`src/rtl/jt12_kon.sv`:
```
// jt12_kon: YM2612 reg 0x28 key sequencer emitting per-slot keyon/keyoff pulses; JT12_KON_CSM_EN adds CSM key pulses on ch2
module jt12_kon #(
  parameter int NUM_CH = 6
) (
  input  logic       clk,
  input  logic       rst,
  input  logic       zero,
  input  logic [7:0] din,
  input  logic       kon_we,
`ifdef JT12_KON_CSM_EN
  input  logic       csm_en,
  input  logic       tima_ovf,
`endif
  output logic       keyon_II,
  output logic       keyoff_II,
  output logic [4:0] slot_II,
  output logic       busy,
  output logic [3:0] kon_ch2
);
  localparam logic [4:0] LAST = 5'(4 * NUM_CH - 1);
  logic [4:0]  r_cnt;
  logic [23:0] r_kst;
  logic        r_pend;
  logic [2:0]  r_pend_ch;
  logic [3:0]  r_pend_keys;
  logic [4:0]  r_rem;
  logic [1:0]  w_op;
  logic [1:0]  w_kbit;
  logic [2:0]  w_ch;
  logic [2:0]  w_wch;
  logic        w_wvalid;
  logic        w_hit;
  logic        w_new;
  logic        w_old;
  logic        w_kon;
  logic        w_koff;
  logic        w_unused;
  assign w_op     = r_cnt >= 5'(3 * NUM_CH) ? 2'd3 :
                    r_cnt >= 5'(2 * NUM_CH) ? 2'd2 :
                    r_cnt >= 5'(NUM_CH)     ? 2'd1 : 2'd0;
  assign w_ch     = 3'(r_cnt - 5'(w_op) * 5'(NUM_CH));
  // rotation order S1,S3,S2,S4 is the bit-reverse of the din key position
  assign w_kbit   = {w_op[0], w_op[1]};
  assign w_old    = r_kst[r_cnt];
  assign w_new    = r_pend_keys[w_kbit];
  assign w_hit    = r_pend && w_ch == r_pend_ch;
  assign w_wvalid = kon_we && din[1:0] != 2'd3;
  assign w_wch    = din[2] ? 3'(din[1:0]) + 3'd3 : 3'(din[1:0]);
  assign w_unused = din[3];
  assign busy     = r_pend;
  assign kon_ch2  = {r_kst[20], r_kst[8], r_kst[14], r_kst[2]};
`ifdef JT12_KON_CSM_EN
  typedef enum logic [1:0] {CSM_IDLE, CSM_ARM, CSM_ON, CSM_OFF} csm_t;
  csm_t       r_csm_st;
  csm_t       w_csm_nx;
  logic [3:0] r_csm_mask;
  logic       w_csm_slot;
  logic       w_csm_kon;
  logic       w_csm_koff;
  assign w_csm_slot = !w_hit && w_ch == 3'd2;
  assign w_csm_kon  = w_csm_slot && r_csm_st == CSM_ON && !w_old;
  assign w_csm_koff = w_csm_slot && r_csm_st == CSM_OFF && r_csm_mask[w_kbit] && !w_old;
  always_comb begin
    w_csm_nx = r_csm_st;
    if (r_cnt == LAST)
      w_csm_nx = r_csm_st == CSM_ARM ? CSM_ON : r_csm_st == CSM_ON ? CSM_OFF : CSM_IDLE;
    if (tima_ovf && csm_en)
      w_csm_nx = CSM_ARM;
  end
  always_ff @(posedge clk) begin
    if (rst) begin
      r_csm_st   <= CSM_IDLE;
      r_csm_mask <= 4'd0;
    end else begin
      r_csm_st <= w_csm_nx;
      if (r_csm_st == CSM_ARM)
        r_csm_mask <= 4'd0;
      if (r_csm_st == CSM_ON && w_ch == 3'd2)
        r_csm_mask[w_kbit] <= w_csm_kon;
    end
  end
  assign w_kon  = (w_hit && w_new && !w_old) || w_csm_kon;
  assign w_koff = (w_hit && !w_new && w_old) || w_csm_koff;
`else
  assign w_kon  = w_hit && w_new && !w_old;
  assign w_koff = w_hit && !w_new && w_old;
`endif
  always_ff @(posedge clk) begin
    if (rst) begin
      r_cnt       <= 5'd0;
      r_kst       <= 24'd0;
      r_pend      <= 1'b0;
      r_pend_ch   <= 3'd0;
      r_pend_keys <= 4'd0;
      r_rem       <= 5'd0;
      keyon_II    <= 1'b0;
      keyoff_II   <= 1'b0;
      slot_II     <= 5'd0;
    end else begin
      r_cnt     <= zero || r_cnt == LAST ? 5'd0 : r_cnt + 5'd1;
      slot_II   <= r_cnt;
      keyon_II  <= w_kon;
      keyoff_II <= w_koff;
      if (w_hit)
        r_kst[r_cnt] <= w_new;
      if (r_pend) begin
        r_rem <= r_rem - 5'd1;
        if (r_rem == 5'd1)
          r_pend <= 1'b0;
      end
      if (w_wvalid) begin
        r_pend      <= 1'b1;
        r_pend_ch   <= w_wch;
        r_pend_keys <= din[7:4];
        r_rem       <= 5'd24;
      end
    end
  end
endmodule

```
`config.mk`:
```
export PLATFORM = sky130hd
export DESIGN_NAME = jt12_kon
export DESIGN_NICKNAME = d
export VERILOG_FILES = /design/src/rtl/jt12_kon.sv
export SDC_FILE = /design/constraint.sdc
export NUM_CORES = 1
export LEC_CHECK = 0
export ABC_AREA = 1
export CAP_MARGIN = 10
export CORE_MARGIN = 2
export CORE_UTILIZATION = 62
export DETAILED_ROUTE_END_ITERATION = 16
export GPL_TIMING_DRIVEN = 0
export PLACE_DENSITY = 0.92
export SETUP_SLACK_MARGIN = 0.2
export SYNTH_ARGS = -nofsm -noshare
export SYNTH_HDL_FRONTEND = slang
export SYNTH_SLANG_ARGS = --single-unit
```
`constraint.sdc`:
```
create_clock -name clk -period 7.6 [get_ports clk]
set_clock_uncertainty 0.05 [all_clocks]
set_input_delay 0.76 -clock clk [delete_from_list [all_inputs] [get_ports clk]]
set_output_delay 0.76 -clock clk [all_outputs]
set_load 0.005 [all_outputs]
```
## After elaboration in Yosys (flattened, before gate mapping)

Index checks and enable logic that the tools add are counted.

- Add/subtract/negate cells: 4
- $mul: 1
- Order comparisons: 6
- Equality and inequality tests: 4
- Multiplexer cells: 16
- Reductions and logical operators: 13

Operator list:

| cell | count |
|---|---|
| bitwise mux 24 bit | 1 |
| 2-to-1 mux 5 bit | 2 |
| logical AND 1 bit | 7 |
| 2-to-1 mux 1 bit | 7 |
| < comparator 5 x 6 -> 1 bit, second input constant | 1 |
| adder 5 x 1 -> 5 bit, second input constant | 1 |
| binary-select mux 1 bit (select 5 bit) | 1 |
| demux 1 bit (select 5 bit) | 1 |
| == test 5 x 1 -> 1 bit, second input constant | 1 |
| == test 5 bit, second input constant | 1 |
| >= comparator 5 x 1 -> 1 bit, second input constant | 1 |
| >= comparator 5 x 3 -> 1 bit, second input constant | 1 |
| >= comparator 5 x 4 -> 1 bit, second input constant | 1 |
| >= comparator 5 bit, second input constant | 1 |
| subtractor 5 x 1 -> 5 bit, second input constant | 1 |
| 2-to-1 mux 2 bit | 2 |
| OR reduction 2 bit | 2 |
| adder 2 x 2 -> 3 bit, second input constant | 1 |
| == test 3 bit | 1 |
| < comparator 2 x 3 -> 1 bit, second input constant | 1 |
| 2-to-1 mux 3 bit | 1 |
| subtractor 3 bit | 1 |
| binary-select mux 1 bit (select 2 bit) | 1 |
| logical NOT 1 bit | 2 |
| other kinds (4) | 4 |

- Bits in registers: 49
- Bits of input ports: 12
- Output and inout port bits: 12
- Logic and storage cells: 54

## Longest topological paths before layout

Gate-level depths: netlist of the first run.

- Depth in word-level cells: 10
- Gate-level depth with buffers: 18

## Least setup slack after synthesis of the first run

Ideal clock, no wire load.

- Path kind: reg2reg
- From: reg r_cnt[0]
- To: reg r_kst[10]
- Library setup time: 0.117 ns
- Arrival time: 2.331 ns
- Path slack: 5.102 ns
- Cell stages (with the launch flop): 16
- Buffers on the path: 3
- Clock period less this slack: 2.498 ns
- Cells stage by stage: dfxtp_1 -> inv_2 -> buf_2 -> ha_1 -> nor2_2 -> nand2_2 -> nand2_2 -> nand2_2 -> ha_1 -> or2_2 -> nand4_1 -> a21oi_4 -> buf_6 -> buf_6 -> a31oi_1 -> nor2_1

- Cells in the longest elaborated chain, start to end: 8
- Elaborated cells between the ends (all ways): 18
- Those cells by class: add/sub: 1; mul: 1; order compare: 5; eq/ne: 1; mux: 8; reduce/logical: 2

Ends and longest elaborated chain:

| element | line | text |
|---|---|---|
| start, declared | 21 | `logic [4:0] r_cnt;` |
| start signal, assigned | 100 | `r_cnt <= zero \|\| r_cnt == LAST ? 5'd0 : r_cnt + 5'd1;` |
| >= comparator 5 x 3 -> 1 bit | 40 | `r_cnt >= 5'(NUM_CH) ? 2'd1 : 2'd0;` |
| 2-to-1 mux 1 bit | 40 |  |
| 2-to-1 mux 2 bit | 39 | `r_cnt >= 5'(2 * NUM_CH) ? 2'd2 :` |
| 2-to-1 mux 2 bit | 38 | `assign w_op = r_cnt >= 5'(3 * NUM_CH) ? 2'd3 :` |
| multiplier 2 x 1 -> 2 bit | 41 | `assign w_ch = 3'(r_cnt - 5'(w_op) * 5'(NUM_CH));` |
| subtractor 3 bit | 41 |  |
| == test 3 bit | 46 | `assign w_hit = r_pend && w_ch == r_pend_ch;` |
| logical AND 1 bit | 46 |  |
| end signal, assigned by index | 105 | `r_kst[r_cnt] <= w_new;` |
| end, declared | 22 | `logic [23:0] r_kst;` |

Several ways; a longest one is shown, not always the timed one. The select of a mux whose other input is x is not followed.
A chain may end at the register's enable or synchronous reset.

## Worst setup path in the final report of the first run

- From: reg r_cnt[0]
- To: reg r_kst[2]

Same word-level chain as after synthesis.

==> results of run 1 <==
==> registers in the layout (all words and copies together), names as in the netlist <==
| name | flops |
|---|---|
| r_pend_keys | 4 |
| r_pend_ch | 3 |
| r_cnt | 5 |
| r_rem | 5 |
| keyon_II | 1 |
| busy | 1 |
| slot_II | 5 |
| keyoff_II | 1 |
| r_kst | 24 |
==> routing by layer <==
layer  GRT usage, %  wire length (um)
met2           48.8              3320
met1           34.4              2710
met3           7.07               559
met4           13.7               320
met5              0                 0
==> cell type report <==
cell class                 count  share of cell area [%]
inverter                      32                    4.02
sequential                    49                    31.5
clock inverter                 1                   0.161
timing repair buffer          22                    7.07
tap                           52                    2.09
clock buffer                   7                    3.09
multi-input combinational    289                    46.4
buffer                        24                    5.70
==> cell families (layout without fill, tap and decap cells) <==
group                    after synthesis  count (layout)  share of synthesized area, %
flip-flops                            49              49                          35.9
AO/OA/AOI/OAI                         61              61                          12.7
XOR/XNOR                               3               3                         0.963
AND/OR/NAND/NOR                      216             216                          35.1
adder cells (fa/ha/maj)                9               9                          4.13
buffers and inverters                 56              86                          11.1
==> Yosys cell counts (3+ instances only) <==
master	count
nor2_1	87
nand2_1	70
dfxtp_1	49
inv_1	26
nand4_1	25
a21oi_1	22
a31oi_1	17
o21ai_0	17
nand3_1	12
nand2_2	11
ha_1	9
buf_2	7
buf_4	7
buf_6	7
or2_2	4
clkbuf_1	3
inv_2	3
==> power by group <==
| part | switching, W | leakage [nW] | total (W) | internal [W] |
|---|---|---|---|---|
| clock | 0.0000875 | 0.0542 | 0.000170 | 0.0000824 |
| combinational | 0.0000477 | 0.813 | 0.0000759 | 0.0000282 |
| sequential | 0.00000493 | 0.398 | 0.000268 | 0.000263 |
==> worst paths after layout <==
path / from / to / slack [ns] / cells past startpoint
worst max-delay path: r_cnt[0] / r_kst[2] / 4.63 / 17
worst min-delay path: r_pend_keys[0] / r_pend_keys[0] / 0.41 / 2
worst max register to register: r_cnt[0] / r_kst[2] / 4.63 / 17
worst min register to register: r_pend_keys[0] / r_pend_keys[0] / 0.41 / 2
==> per-stage QoR <==
step | cells | instance area (um^2)
floorplan | 394 | 2730
global placement | 468 | 3010
detailed placement | 468 | 3010
CTS | 476 | 3120
global route | 476 | 3120
finish | 476 | 3120
==> critical path: stages (launching register included) <==
cell,delay (ns)
dfxtp_1,0.56
inv_2,0.16
buf_2,0.22
ha_1,0.25
nor2_2,0.11
nand2_2,0.08
nand2_2,0.09
nand2_2,0.07
ha_1,0.21
inv_1,0.06
nand2_1,0.07
nand3_1,0.14
nand2_2,0.08
a21oi_4,0.18
buf_2,0.26
nand4_1,0.14
nand2_1,0.09
nor2_1,0.05
==> out/qor.txt, run 1 <==
GR Overflow Total - 0
Netlist cell types - 30
F_max - 0.336 GHz
Max Cap Viol - 0
Setup bufs post-CTS - 0
TritonCTS Buffers - 5
Leakage power - 1.27 nW
Min cycle time layout - 2.97 ns
Post-cts resize count - 0
1st-pass router iterations - 5
Post-synth top area cell - dfxtp_1
Die height - 70.3 um
FF+latch area - 981 um^2
Worst Path Required - 7.75 ns
Register area share after synthesis - 35.9%
DRT iter0 DRCs - 307
Crit share post-route - 39.1%
Most frequent cells in the layout - nor2_1 (87), nand2_1 (70), dfxtp_1 (49)
Post-CTS Hold Fix Bufs - 0
Clk pin slew, worst setup/hold paths - 0.09 ns
Sink Count - 49
Share of the synthesized area in the top cell type - 35.9%
Final Hold Viols - 0
Post-Syn Nets - 415
Final hold slack - 0.415 ns
First-pass GRT wire length - 11.5 mm
Vias in the first global route - 2649
Worst min path class - register to register
DP HPWL - 4.87 mm
Post-place setup slack - 4.71 ns
Final worst slack - 4.63 ns
Diode count - 0
Worst vdd ir - 0.145 mV
CTS Root Cell - clkbuf_8
Cell Area, Synth - 2730 um^2
Setup TNS - 0 ns
Max-slew violation count - 0
Core area - 4290 um^2
EDFF count, synth - 0
Post-synth ARST share - 0%
Die footprint - 4950 um^2
Avg WL per Cell - 14.5 um
DRT Wirelength - 6.91 mm
Post-synthesis register bit count - 49
Outcome - finished, final reports clean
Total number of vias - 2768
Commonest non-fill, non-tap cell in the layout - nor2_1
Startpoint Class - register
Multi-input logic area - 1450 um^2
Top FF cell, synth - dfxtp_1
CP Class - register to register
Endpoints failing setup - 0
CTS tree - done
Buffers on Ports - 22
Synth-to-Final Area Change - 14.2%
Post-Route Utilization - 72.6%
Vias/cell - 5.82
Ratio of total power to cell area - 165 nW/um^2
Crit. End Element - register
Die X - 70.3 um
Worst Tran Pin Value - 0.540 ns
Yosys warnings - 0
Ports - 24
Nets - 444
Slew headroom - 64.0%
Antenna violations before repair - 0
# DRC - 0
Crit path DAT - 3.13 ns
Row Count - 24
Largest net degree at the start of global routing - 15
FILL cells - 350
Pwr Total - 0.000514 W
Initial Utilization - 63.5%
# H-tree levels - 2
ANT nets after route - 0
Share of cells above drive strength 1 - 13.2%
Synth Area per Inst - 6.93 um^2
Syn Inst Count - 394
Max Buffers Root-to-Sink - 2
Total global-route track usage - 29.0%
CP max FO - 11
Clock latency on the worst-skew pair - 0.30 ns
Placer Congestion - 0.945
Top cells by area, synth - dfxtp_1 (36%), nor2_1 (12%), nand2_1 (9.6%), nand4_1 (5.7%), ha_1 (4.1%)
Unrepaired setup endpoints after global routing - false
(Power assumes the default switching activity.)
==> run 2, diff against run 1 <==
CORE_UTILIZATION = 57   (was 62)
PLACE_DENSITY = 0.86   (was 0.92)
clock period = 3 ns   (was 7.6 ns; I/O delays follow)
==> run 2 against run 1 <==
Effect of this change:
- highest routed layer unchanged
- total power rose to 2.7 times the previous value
- setup slack got worse by 4.3 ns
- core utilization is 4.1 points lower
- first-iteration DRC count rose by 23%
- hold slack is essentially flat
- global-route usage decreased by 0.87 points
- fmax up 12%
==> out/qor.txt, run 2 (same netlist as run 1, synthesis figures left out) <==
Outcome - finished, final reports clean
# H-tree levels - 2
Setup TNS - 0 ns
Max-slew violation count - 0
DP HPWL - 4.83 mm
Post-CTS Hold Fix Bufs - 0
Nets - 446
Leakage power - 1.29 nW
Initial Utilization - 58.6%
Total global-route track usage - 28.1%
Die height - 73.2 um
CP Class - register to register
Unrepaired setup endpoints after global routing - false
Clock latency on the worst-skew pair - 0.31 ns
FF+latch area - 985 um^2
Top reg by flops - r_kst
Largest net degree at the start of global routing - 15
Reg2reg path depth - 15
Slew headroom - 62.6%
Share of cells above drive strength 1 - 14.8%
RR Startpoint - r_cnt[0]
R2R Setup Slk - 0.34 ns
Max Buffers Root-to-Sink - 2
Crit share post-route - 88.7%
Die footprint - 5360 um^2
Vias in the first global route - 2590
Worst Path Required - 3.16 ns
Synth-to-Final Area Change - 16.8%
Clk pin slew, worst setup/hold paths - 0.09 ns
First-pass GRT wire length - 11.5 mm
DRT Wirelength - 7.10 mm
Post-Route Utilization - 68.4%
Antenna violations before repair - 0
Most frequent cells in the layout - nor2_1 (87), nand2_1 (70), dfxtp_1 (48)
CTS tree - done
Reg2Reg Capture Point - r_kst[21]
FILL cells - 400
ANT nets after route - 0
Worst min path class - register to register
Vias/cell - 5.86
Worst Tran Pin Value - 0.561 ns
# DRC - 0
Worst vdd ir - 0.369 mV
CP max FO - 11
Total number of vias - 2813
Min cycle time layout - 2.66 ns
1st-pass router iterations - 5
Startpoint Class - register
F_max - 0.376 GHz
Max FFs per register - 24
CP Launch Point - r_cnt[0]
Endpoints failing setup - 0
Diode count - 0
CTS Root Cell - clkbuf_8
Max Cap Viol - 0
Crit. End Element - register
Buffers on Ports - 22
Ports - 24
Placer Congestion - 0.867
Row Count - 25
Final Hold Viols - 0
TritonCTS Buffers - 5
GR Overflow Total - 0
DRT iter0 DRCs - 378
Ratio of total power to cell area - 434 nW/um^2
Commonest non-fill, non-tap cell in the layout - nor2_1
Core area - 4660 um^2
Crit path DAT - 2.82 ns
Multi-input logic area - 1470 um^2
Crit path to - r_kst[21]
Sink Count - 49
Avg WL per Cell - 14.8 um
Die X - 73.2 um
run 2: cell count changes in the layout (fill, tap and decap cells not counted), moves of 2 or more:
cell | previous run | this run
a31oi_2 | 0 | 3
buf_2 | 7 | 5
a31oi_1 | 17 | 14
buf_4 | 7 | 11
run 2: through the flow:
step | setup WS (ns) | cell area, um^2 | instances | total power [W] | hold WS [ns]
2_1_floorplan | 0.502 | 2730 | 394 | 0.000820 | 0.386
3_3_place_gp | 0.159 | 3020 | 470 | 0.000875 | 0.394
3_5_place_dp | 0.128 | 3020 | 470 | 0.000881 | 0.405
4_1_cts | 0.226 | 3130 | 478 | 0.00137 | 0.419
5_1_grt | 0.213 | 3190 | 480 | 0.00143 | 0.435
6_report | 0.339 | 3190 | 480 | 0.00138 | 0.415
run 2: cell type report:
class	instances	share of cell area, %
inverters	32	4.00
repair buffers	24	7.30
plain buffers	24	5.81
clock inverters	1	0.942
well taps	54	2.12
multi-input cells	289	46.2
flip-flops and latches	49	30.9
clock buffers	7	2.71
run 2: repair_timing:
action                                 in CTS  in global routing
resized for setup                           1                 13
pin swaps                                   0                  1
cloned                                      0                  1
setup buffers                               0                  1
setup endpoints to repair                  25                 25
endpoints found under the hold margin       0                  0
run 2: critical path: stages (launching register included):
cell and delay [ns]:
dfxtp_4 0.43, inv_4 0.07, buf_4 0.18, ha_1 0.23, nor2_2 0.10, nand2_2 0.08, nand2_2 0.09, nand2_2 0.07
ha_1 0.29, or2_2 0.28, nand4_1 0.13, a21oi_4 0.06, buf_6 0.14, buf_6 0.14, a31oi_1 0.13, nor2_1 0.08
run 2: how the worst min path moves through the flow:
| stage | from | to | slack, ns | cells after the start |
|---|---|---|---|---|
| final | r_kst[7] | r_kst[7] | 0.42 | 2 |
| after global routing | r_kst[3] | r_kst[3] | 0.43 | 2 |
| after CTS | r_kst[1] | r_kst[1] | 0.42 | 2 |
| after detailed placement | r_kst[1] | r_kst[1] | 0.41 | 2 |
| after global placement | r_kst[3] | r_kst[3] | 0.39 | 2 |
| after floorplan | r_kst[17] | r_kst[17] | 0.39 | 2 |
run 2: metal layers:
metal  wire, um  vias to the layer above  GRT usage (%)  share of wire, %
li1           -                     1354              -                 -
met1       2900                     1268           34.4                41
met2       3320                      158           46.9                47
met3        601                       33           5.25               8.5
met4        282                        0           14.0               4.0
met5          0                        -              0                 0
run 2: report_power, final:
| part | leakage [nW] | switching, W | internal, W | total [W] |
|---|---|---|---|---|
| combinational | 0.834 | 0.000124 | 0.0000758 | 0.000200 |
| sequential | 0.398 | 0.0000131 | 0.000666 | 0.000679 |
| clock | 0.0585 | 0.000232 | 0.000272 | 0.000505 |
